==> src/rtl/instruction_fetch.sv <==
// Instruction fetch sequencer: reads a 1- or 2-byte instruction from ROM,
// strobes the instruction register halves and advances the program counter.
module instruction_fetch #(
  parameter logic [15:0] RESET_PC = 16'h0000
) (
  input  logic        clock,
  input  logic        reset,
  input  logic        fetch_start,
  input  logic        pc_load,
  input  logic [15:0] pc_load_value,
  input  logic        len2,
  input  logic [7:0]  rom_byte,
  output logic [15:0] rom_addr,
  output logic        rom_rd,
  output logic        ir_load_high,
  output logic        ir_load_low,
  output logic        fetch_done,
  output logic        busy,
  output logic [15:0] pc
);

  typedef enum logic [2:0] {
    IDLE    = 3'd0,
    OPC_RD  = 3'd1,
    OPC_CAP = 3'd2,
    OPD_RD  = 3'd3,
    OPD_CAP = 3'd4,
    DONE    = 3'd5
  } state_t;

  state_t      state_q, state_d;
  logic [15:0] pc_q, pc_d;

  // rom_byte is consumed by the external instruction register, not here.
  logic unused_rom_byte;
  assign unused_rom_byte = ^rom_byte;

  always_ff @(posedge clock) begin
    if (reset) begin
      state_q <= IDLE;
      pc_q    <= RESET_PC;
    end else begin
      state_q <= state_d;
      pc_q    <= pc_d;
    end
  end

  // Jumps and new fetches are only accepted while idle; the 16-bit add wraps.
  always_comb begin
    state_d = state_q;
    pc_d    = pc_q;
    case (state_q)
      IDLE: begin
        if (pc_load) pc_d = pc_load_value;
        if (fetch_start) state_d = OPC_RD;
      end
      OPC_RD:  state_d = OPC_CAP;
      OPC_CAP: begin
        pc_d    = pc_q + 16'd1;
        state_d = len2 ? OPD_RD : DONE;
      end
      OPD_RD:  state_d = OPD_CAP;
      OPD_CAP: begin
        pc_d    = pc_q + 16'd1;
        state_d = DONE;
      end
      DONE:    state_d = IDLE;
      default: state_d = IDLE;
    endcase
  end

  always_comb begin
    rom_rd       = 1'b0;
    ir_load_high = 1'b0;
    ir_load_low  = 1'b0;
    fetch_done   = 1'b0;
    case (state_q)
      OPC_RD:  rom_rd       = 1'b1;
      OPC_CAP: ir_load_high = 1'b1;
      OPD_RD:  rom_rd       = 1'b1;
      OPD_CAP: ir_load_low  = 1'b1;
      DONE:    fetch_done   = 1'b1;
      default: ;
    endcase
  end

  assign busy     = (state_q != IDLE);
  assign pc       = pc_q;
  assign rom_addr = pc_q;

endmodule

==> config.mk <==
export PLATFORM = sky130hd
export DESIGN_NAME = instruction_fetch
export DESIGN_NICKNAME = d
export VERILOG_FILES = /design/src/rtl/instruction_fetch.sv
export SDC_FILE = /design/constraint.sdc
export NUM_CORES = 1
export LEC_CHECK = 0
export ABC_CLOCK_PERIOD_IN_PS = 1500
export CORE_MARGIN = 2
export CORE_UTILIZATION = 37
export CTS_CLUSTER_SIZE = 25
export DETAILED_ROUTE_END_ITERATION = 6
export PLACE_DENSITY = 0.82
export REMOVE_ABC_BUFFERS = 1
export SKIP_CTS_REPAIR_TIMING = 1
export SYNTH_ARGS = -nofsm -noshare
export SYNTH_HDL_FRONTEND = slang
export SYNTH_SLANG_ARGS = --single-unit
==> constraint.sdc <==
create_clock -name clock -period 1.5 [get_ports clock]
set_input_delay 0.45 -clock clock [delete_from_list [all_inputs] [get_ports clock]]
set_output_delay 0.45 -clock clock [all_outputs]
set_load 0.02 [all_outputs]
# After elaboration in Yosys (flattened, before gate mapping)
# Cells that the tools add are included.
[totals] register_bits=19 latchBits=0 mem_bits_rw=0 romBits=0 input_bits=29 output_inout_bits=37 word_cells=25 memories=0
[classes] add_sub_neg=1 mul=0 div_mod_pow=0 order_cmp=0 n_eq_ne=7 shifts=0 muxes=9 bitwise_logic=0 n_reduce_logical=6
[op_table] operator="one-hot mux 16 bit (2 select lines)" n=1
[op_table] operator="adder 16 x 1 -> 16 bit (second input constant)" n=1
[op_table] operator="2-to-1 mux 16 bit" n=1
[op_table] operator="one-hot mux 3 bit (5 select lines)" n=1
[op_table] operator="== test 3 x 2 -> 1 bit (second input constant)" n=2
[op_table] operator="== test 3 bit (second input constant)" n=2
[op_table] operator="2-to-1 mux 3 bit" n=2
[op_table] operator="2-to-1 mux 1 bit" n=4
[op_table] operator="inequality test 2 bit (second input constant)" n=2
[op_table] operator="OR reduction 2 bit" n=2
[op_table] operator="== test 3 x 1 -> 1 bit (second input constant)" n=1
[op_table] operator="logical NOT 3 bit" n=1
[op_table] operator="nonzero test 3 bit" n=1
[op_table] operator="AND reduction 2 bit" n=1
[op_table] operator="nonzero test 2 bit" n=1

# Longest topological paths before layout
# Gate-level depths: netlist of run 1.
[logic_depth] ltp_word=4 ltp_mapped=7 ltp_nobuf=5

# Least setup slack after synthesis of run 1
# No wires, ideal clock.
[synth_timing] kind="reg2reg" from="reg pc_q[0], in the netlist pc[0]" to="reg pc_q[10], in the netlist pc[10]" setup_ns=0.130 arrival_time_ns=1.536 t_required_ns=1.370 slack_ns=-0.166 stages_incl_launch_ff=6 n_path_buf=0 synth_period_minus_slack_ns=1.666 path_cell_list="dfxtp_1 > ha_1 > nand3_1 > or3_1 > xor2_1 > o22ai_1"
[synth_between] elab_chain_cells=2
[synth_rtl] item="from (decl)" line_no="32" rtl="logic [15:0] pc_q, pc_d;"
[synth_rtl] item="from (signal assigned)" line_no="44" rtl="pc_q <= pc_d;"
[synth_rtl] item="adder 16 x 1 -> 16 bit" line_no="59, 64"
[synth_rtl] item="one-hot mux 16 bit (2 select lines)" line_no="52" rtl="case (state_q)"
# Every way passes these cells.
# A chain may end at the register's enable or synchronous reset.

# Final worst setup path of run 1
[layout_timing] from="reg state_q[2]" to="out busy"
[layout_between] elab_chain_cells=1
[layout_rtl] item="from (decl)" line_no="31" rtl="state_t state_q, state_d;"
[layout_rtl] item="from (signal assigned)" line_no="43" rtl="state_q <= state_d;"
[layout_rtl] item="nonzero test 3 bit" line_no="87" rtl="assign busy = (state_q != IDLE);"
[layout_rtl] item="to (decl)" line_no="18" rtl="output logic busy,"
# Every way passes these cells.

==> metrics.md, run 1 <==
| Metric | Value |
|---|---|
| Commonest cells in the netlist | 19 x dfxtp_1, 17 x buf_4, 8 x nor2_1, 7 x mux2i_1, 7 x nand3_1 |
| Reg clk slew, reported paths | 80 ps |
| Most common cell in the netlist | dfxtp_1 |
| Seq/Total Area, Yosys | 0.267 |
| Hold wc startpoint | state_q[2] |
| Mux share of post-synthesis cell area | 0.0493 |
| CP endpoint kind | primary output |
| PwrDens | 764 nW/um^2 |
| Initial antenna violation count | 0 |
| Internal | 0.00125 W |
| Bufs on Longest Clock Path | 2 |
| Max-cap violations | 0 |
| P_sw | 0.000720 W |
| Slew Viols, Final | 0 |
| Xor/xnor cell area share of the yosys netlist | 0.0422 |
| Synth Register Bits | 19 |
| Fmax | 0.623 GHz |
| Drt pass-1 iters | 4 |
| Global-route wire length before repair | 6.01 mm |
| Area occupied by multi-input gates | 1010 um^2 |
| WL/cell | 16.0 um |
| Worst Setup Slack, final | -104 ps |
| Synth Cell Area | 1420 um^2 |
| Arrival @ worst endpoint | 1150 ps |
| Die width | 66.0 um |
| Largest area contributor in the netlist | dfxtp_1 |
| Post-synthesis simple-gate area fraction | 0.265 |
| Clk pwr share | 0.192 |
| Initial Util | 0.386 |
| Ant diodes | 0 |
| Max-slew headroom | 0.780 |
| RSZ-0062 raised after global routing | yes |
| Worst r2r path cells | 6 |
| DR vias/cell | 5.37 |
| Top_reg_cell synth | dfxtp_1 |
| DRC viols | 0 |
| FP Rows | 22 |
| Post-synthesis compound-gate area fraction | 0.222 |
| Clk_lat worst skew | 260 ps |
| Clock root buffer | clkbuf_8 |
| Final min period | 1600 ps |
| Total power | 0.00197 W |
| Final #Nets | 278 |
| CP max FO | 6 |
| R2R Path End | pc[5] |
| Final Hold Viols | 0 |
| Synth unique cells | 47 |
| Leak | 1.46 nW |
| Share of cells above drive strength 1 | 0.417 |
| All-Layer GR Usage | 0.174 |
| Core area | 3690 um^2 |
| WL final | 4.73 mm |
| Filler instances | 280 |
| R2R Path Start | state_q[1] |
| Actual slew at the worst max-slew pin | 331 ps |
| Place WS | -372 ps |
| Worst Hold Class | flip-flop to flip-flop |
| Peak VDD IR | 0.000397 V |
| Total grt overflow | 0 |
| Synth top area cells | dfxtp_1 27%, buf_4 9.0%, mux2i_1 4.9% |
| Failing checks | negative setup slack |
| Die area | 4360 um^2 |
| Worst Setup Start Kind | flip-flop |
| ANT nets after route | 0 |
| Number of synthesized flops with an enable pin | 0 |
| Layout Skew | 3.43 ps |
| Hold depth | 1 |
| Synthesized area per cell | 8.78 um^2 |
| Area Overhead vs Synth | 81.7% |
| Die Span Y | 66.0 um |
| Critical path required time | 1050 ps |
| Final setup vio count | 14 |
| CTS Sinks | 19 |
| WHS Endpoint | state_q[1] |
| Final worst hold slack | 490 ps |
| CTS HTree Levels | 1 |
| Reg-to-reg slack, setup | -90 ps |
| CTS Buf Count | 3 |
| Sw frac | 0.365 |
| Outcome | finished, violations left |
| Period utilization | 1.07 |
| Ys async rst share | 0 |
| Initial DRC count | 99 |
| Largest net degree at the start of global routing | 19 |
| Comb pwr share | 0.495 |
| IO Port Bufs | 57 |
| DP Wirelength | 2.79 mm |
| Final Wtd Congestion | 0.871 |
| I/O pin count | 66 |
| Number of global-route vias before repair | 1398 |
| Adder-Cell Fraction of Synth Area | 0.00880 |
| Largest family of logic cells by synthesized area | simple AND/OR/NAND/NOR gates |
| CTS tree | yes |
| Post-Syn Instances | 162 |
| Post-layout util | 0.701 |
| Critical path class | flip-flop to primary output |
| Reg area | 399 um^2 |
| Synthesis warning total | 0 |
| Seq pwr share | 0.313 |
| Via Count | 1584 |
| Post-synth top area share | 0.267 |
-- routing by layer --
| metal | GRT usage | up-vias | routed length, um |
|---|---|---|---|
| met5 | 0 | - | 0 |
| met4 | 0.0638 | 0 | 72 |
| met3 | 0.0256 | 9 | 214 |
| met2 | 0.319 | 54 | 2440 |
| met1 | 0.204 | 755 | 2000 |
| li1 | - | 766 | - |
-- how the worst max path moves through the flow --
stage               startpoint          end  depth (start not counted)
finish              state_q[2]         busy                          2
detailed placement     pc_load        pc[7]                          6
CTS                 state_q[2]  ir_load_low                          3
floorplan                pc[0]       pc[10]                          5
global route        state_q[1]        pc[5]                          6
global placement       pc_load        pc[7]                          7
-- power by group through the flow --
stage,Combinational [W],Clock (W),Sequential [W]
floorplan,0.000239,0,0.000765
global placement,0.000812,0,0.000621
detailed placement,0.000824,0,0.000623
CTS,0.000830,0.000371,0.000612
global route,0.00103,0.000418,0.000628
finish,0.000977,0.000379,0.000618
-- stage by stage --
| stage | TNS [ps] | std cells | cell area [um^2] |
|---|---|---|---|
| finish | -586 | 295 | 2580 |
| global route | -1450 | 295 | 2580 |
| CTS | -10420 | 281 | 2180 |
| detailed placement | -6070 | 277 | 2130 |
| floorplan | -1610 | 136 | 1230 |
| global placement | -5480 | 277 | 2130 |
-- cells in the final DEF (no fill, tap or decap), types with 3 or more instances in the layout --
cell,count
nor2b_1,4
nand2_1,6
clkbuf_8,3
dfxtp_4,4
clkdlybuf4s50_1,19
nor4_2,3
nand3_1,6
nand2b_1,4
a21oi_2,3
o32ai_2,3
mux2i_1,7
inv_1,3
nand4_1,6
a21o_1,3
a22oi_2,7
buf_4,41
nor2_4,3
nor3_1,4
dfxtp_1,12
nor2_1,6
dlymetal6s2s_1,33
xnor2_1,3
o22ai_1,5
buf_6,11
dfxtp_2,3
-- registers in the layout (all words and copies together) (netlist names) --
register,flops
state_q,3
pc,16
-- worst max-delay path: stages (launching register included) --
cell and delay, ps:
dfxtp_4 370, or3_4 380, buf_6 140
-- area by class of cell --
cell class	instances	share of cell area
timing repair buffer	106	0.408
multi-input combinational	114	0.391
inverter	4	0.00581
clock buffer	4	0.0174
sequential	19	0.154
tap	48	0.0232
-- cells by family (layout without fill, tap and decap cells) --
kind of cell | Yosys count | in the layout
xor gates and xnor gates | 6 | 6
and+or+nand+nor | 62 | 63
AOI/OAI and AO/OA | 37 | 37
buffers and inverters | 30 | 114
muxes | 7 | 7
DFF | 19 | 19
adders and majority gates | 1 | 1
(Power assumes the default switching activity.)
==> run 2: changes to the inputs <==
--- a/config.mk
+++ b/config.mk
@@ -11,8 +11,10 @@
 export CTS_CLUSTER_SIZE = 25
 export DETAILED_ROUTE_END_ITERATION = 6
 export PLACE_DENSITY = 0.82
+export RECOVER_POWER = 50
 export REMOVE_ABC_BUFFERS = 1
 export SKIP_CTS_REPAIR_TIMING = 1
 export SYNTH_ARGS = -nofsm -noshare
 export SYNTH_HDL_FRONTEND = slang
 export SYNTH_SLANG_ARGS = --single-unit
+export TNS_END_PERCENT = 100
==> run 2 against run 1 <==
The flow still finishes with violations (negative setup slack); utilization shrank 3.9 points; register-to-register slack about the same; clock power about the same; non-clock buffer count unchanged; total power down 2.1%; sequential power hardly changed; die area is the same; critical endpoint unchanged; largest cell class is now multi-input combinational cells; largest power group unchanged.
==> metrics.md, run 2 (synthesis gave the netlist of run 1 again) <==
| Metric | Value |
|---|---|
| Slowest stage cell, crit path | or3_4 |
| Die area | 4360 um^2 (unchanged) |
| Share of cells above drive strength 1 | 0.417 (unchanged) |
| Initial Util | 0.386 (unchanged) |
| Area Overhead vs Synth | 71.7% |
| Period utilization | 1.07 (about the same) |
| WL/cell | 16.1 um (+0.47%) |
| Outcome | finished, violations left |
| Critical path class | flip-flop to primary output |
| Core area | 3690 um^2 (unchanged) |
| DP Wirelength | 2.79 mm (unchanged) |
| Ant diodes | 0 (unchanged) |
| CTS Buf Count | 3 (unchanged) |
| Number of flip-flops in the largest register | 16 (unchanged) |
| Final setup vio count | 17 (+3) |
| Clock root buffer | clkbuf_8 |
| Worst r2r path cells | 6 (unchanged) |
| CTS Sinks | 19 (unchanged) |
| Crit-path max cell delay | 380 ps (about the same) |
| Global-route wire length before repair | 6.01 mm (unchanged) |
| Reg clk slew, reported paths | 70 ps (about the same) |
| FP Rows | 22 (unchanged) |
| Final Instance Area | 2440 um^2 (-5.5%) |
| CP max FO | 6 (unchanged) |
| Drt pass-1 iters | 4 (unchanged) |
| CTS tree | yes |
| R2R Path End | pc[5] |
| Bufs on Longest Clock Path | 2 (unchanged) |
| WHS Endpoint | state_q[1] |
| Total grt overflow | 0 (unchanged) |
| Max-cap violations | 0 (unchanged) |
| Final min period | 1600 ps (+0.170 ps) |
| Die width | 66.0 um (unchanged) |
| DR vias/cell | 5.40 (+0.57%) |
| Fmax | 0.623 GHz (about the same) |
| Slew Viols, Final | 0 (unchanged) |
| Final Hold Viols | 0 (unchanged) |
| ANT nets after route | 0 (unchanged) |
| WL final | 4.75 mm (+0.47%) |
| Leading cell types in the layout, fill and taps excluded | 40 x buf_4, 18 x clkdlybuf4s50_1, 17 x clkbuf_1, 17 x dlymetal6s2s_1, 12 x dfxtp_1 |
| Via Count | 1593 (+0.57%) |
| Fin Setup TNS | -818 ps (-233 ps) |
| Critical path required time | 1050 ps (about the same) |
| CP endpoint kind | primary output |
| Post-DP Area | 2130 um^2 (unchanged) |
| Hold depth | 1 (unchanged) |
| Worst Setup Slack, final | -104 ps (-0.170 ps) |
| Worst-path cell chain | or3_4 > buf_6 |
| Filler instances | 313 (+12%) |
| Arrival @ worst endpoint | 1150 ps (about the same) |
| Most common cell after layout, fill and taps aside | buf_4 |
| Actual slew at the worst max-slew pin | 329 ps (-1.95 ps) |
| Leak | 1.17 nW (-20%) |
| Clk_lat worst skew | 260 ps (about the same) |
| I/O pin count | 66 (unchanged) |
| Hold wc startpoint | state_q[2] |
| RSZ-0062 raised after global routing | yes |
| Die Span Y | 66.0 um (unchanged) |
| Max-slew headroom | 0.781 (+0.00130) |
| R2R Path Start | state_q[1] |
| Final #Nets | 278 (unchanged) |
| Reg-to-reg slack, setup | -90 ps (about the same) |
| Final Wtd Congestion | 0.871 (unchanged) |
| DRC viols | 0 (unchanged) |
| Worst Hold Class | flip-flop to flip-flop |
| IO Port Bufs | 57 (unchanged) |
| Number of global-route vias before repair | 1398 (unchanged) |
| Delay-heaviest family, CP | simple AND/OR/NAND/NOR gates |
| Layout Skew | 3.97 ps (+0.544 ps) |
| Peak VDD IR | 0.000396 V (-0.11%) |
| Failing checks | negative setup slack |
| CTS HTree Levels | 1 (unchanged) |
| Total power | 0.00193 W (-2.1%) |
| Largest net degree at the start of global routing | 19 (unchanged) |
| All-Layer GR Usage | 0.174 (unchanged) |
| Initial antenna violation count | 0 (unchanged) |
| Worst Setup Start Kind | flip-flop |
| Bufs and invs on worst path | 1 (unchanged) |
| Initial DRC count | 87 (-12%) |
| PwrDens | 791 nW/um^2 (+3.6%) |
[run 2: power by group]
part           switching, W  internal [W]  leakage (nW)
logic              0.000472      0.000462         0.986
clock network      0.000190      0.000190        0.0228
registers         0.0000608      0.000558         0.160
[run 2: metrics by stage]
step                setup slack, ps  std cells  hold slack [ps]  utilization
floorplan                      -310        136              516            -
global placement               -341        277              506        0.578
detailed placement             -372        277              523        0.578
CTS                            -593        281              539        0.590
global route                   -152        295              504        0.662
finish                         -104        295              490        0.662
[run 2: worst max-delay path by stage]
stage / startpoint / end / slack, ps / cells past startpoint
final: state_q[2] / busy / -100 / 2
after detailed placement: pc_load / pc[7] / -370 / 6
after global routing: state_q[1] / pc[5] / -150 / 6
after floorplan: pc[0] / pc[10] / -310 / 5
after global placement: pc_load / pc[7] / -340 / 7
after CTS: state_q[2] / ir_load_low / -590 / 3
[run 2: routing by layer]
metal | vias to the layer above | wire (um) | global-route usage
met5 | - | 0 | 0
met2 | 68 | 2430 | 0.319
met4 | 0 | 83 | 0.0638
met3 | 11 | 257 | 0.0256
li1 | 765 | - | -
met1 | 749 | 1980 | 0.204
[run 2: cell type report]
| class | instances | area (um^2) | share of cell area |
|---|---|---|---|
| clock buffer | 4 | 45.0 | 0.0184 |
| inverter | 4 | 15.0 | 0.00615 |
| multi-input combinational | 114 | 1010 | 0.414 |
| sequential | 19 | 399 | 0.163 |
| tap | 48 | 60.1 | 0.0246 |
| timing repair buffer | 106 | 912 | 0.373 |
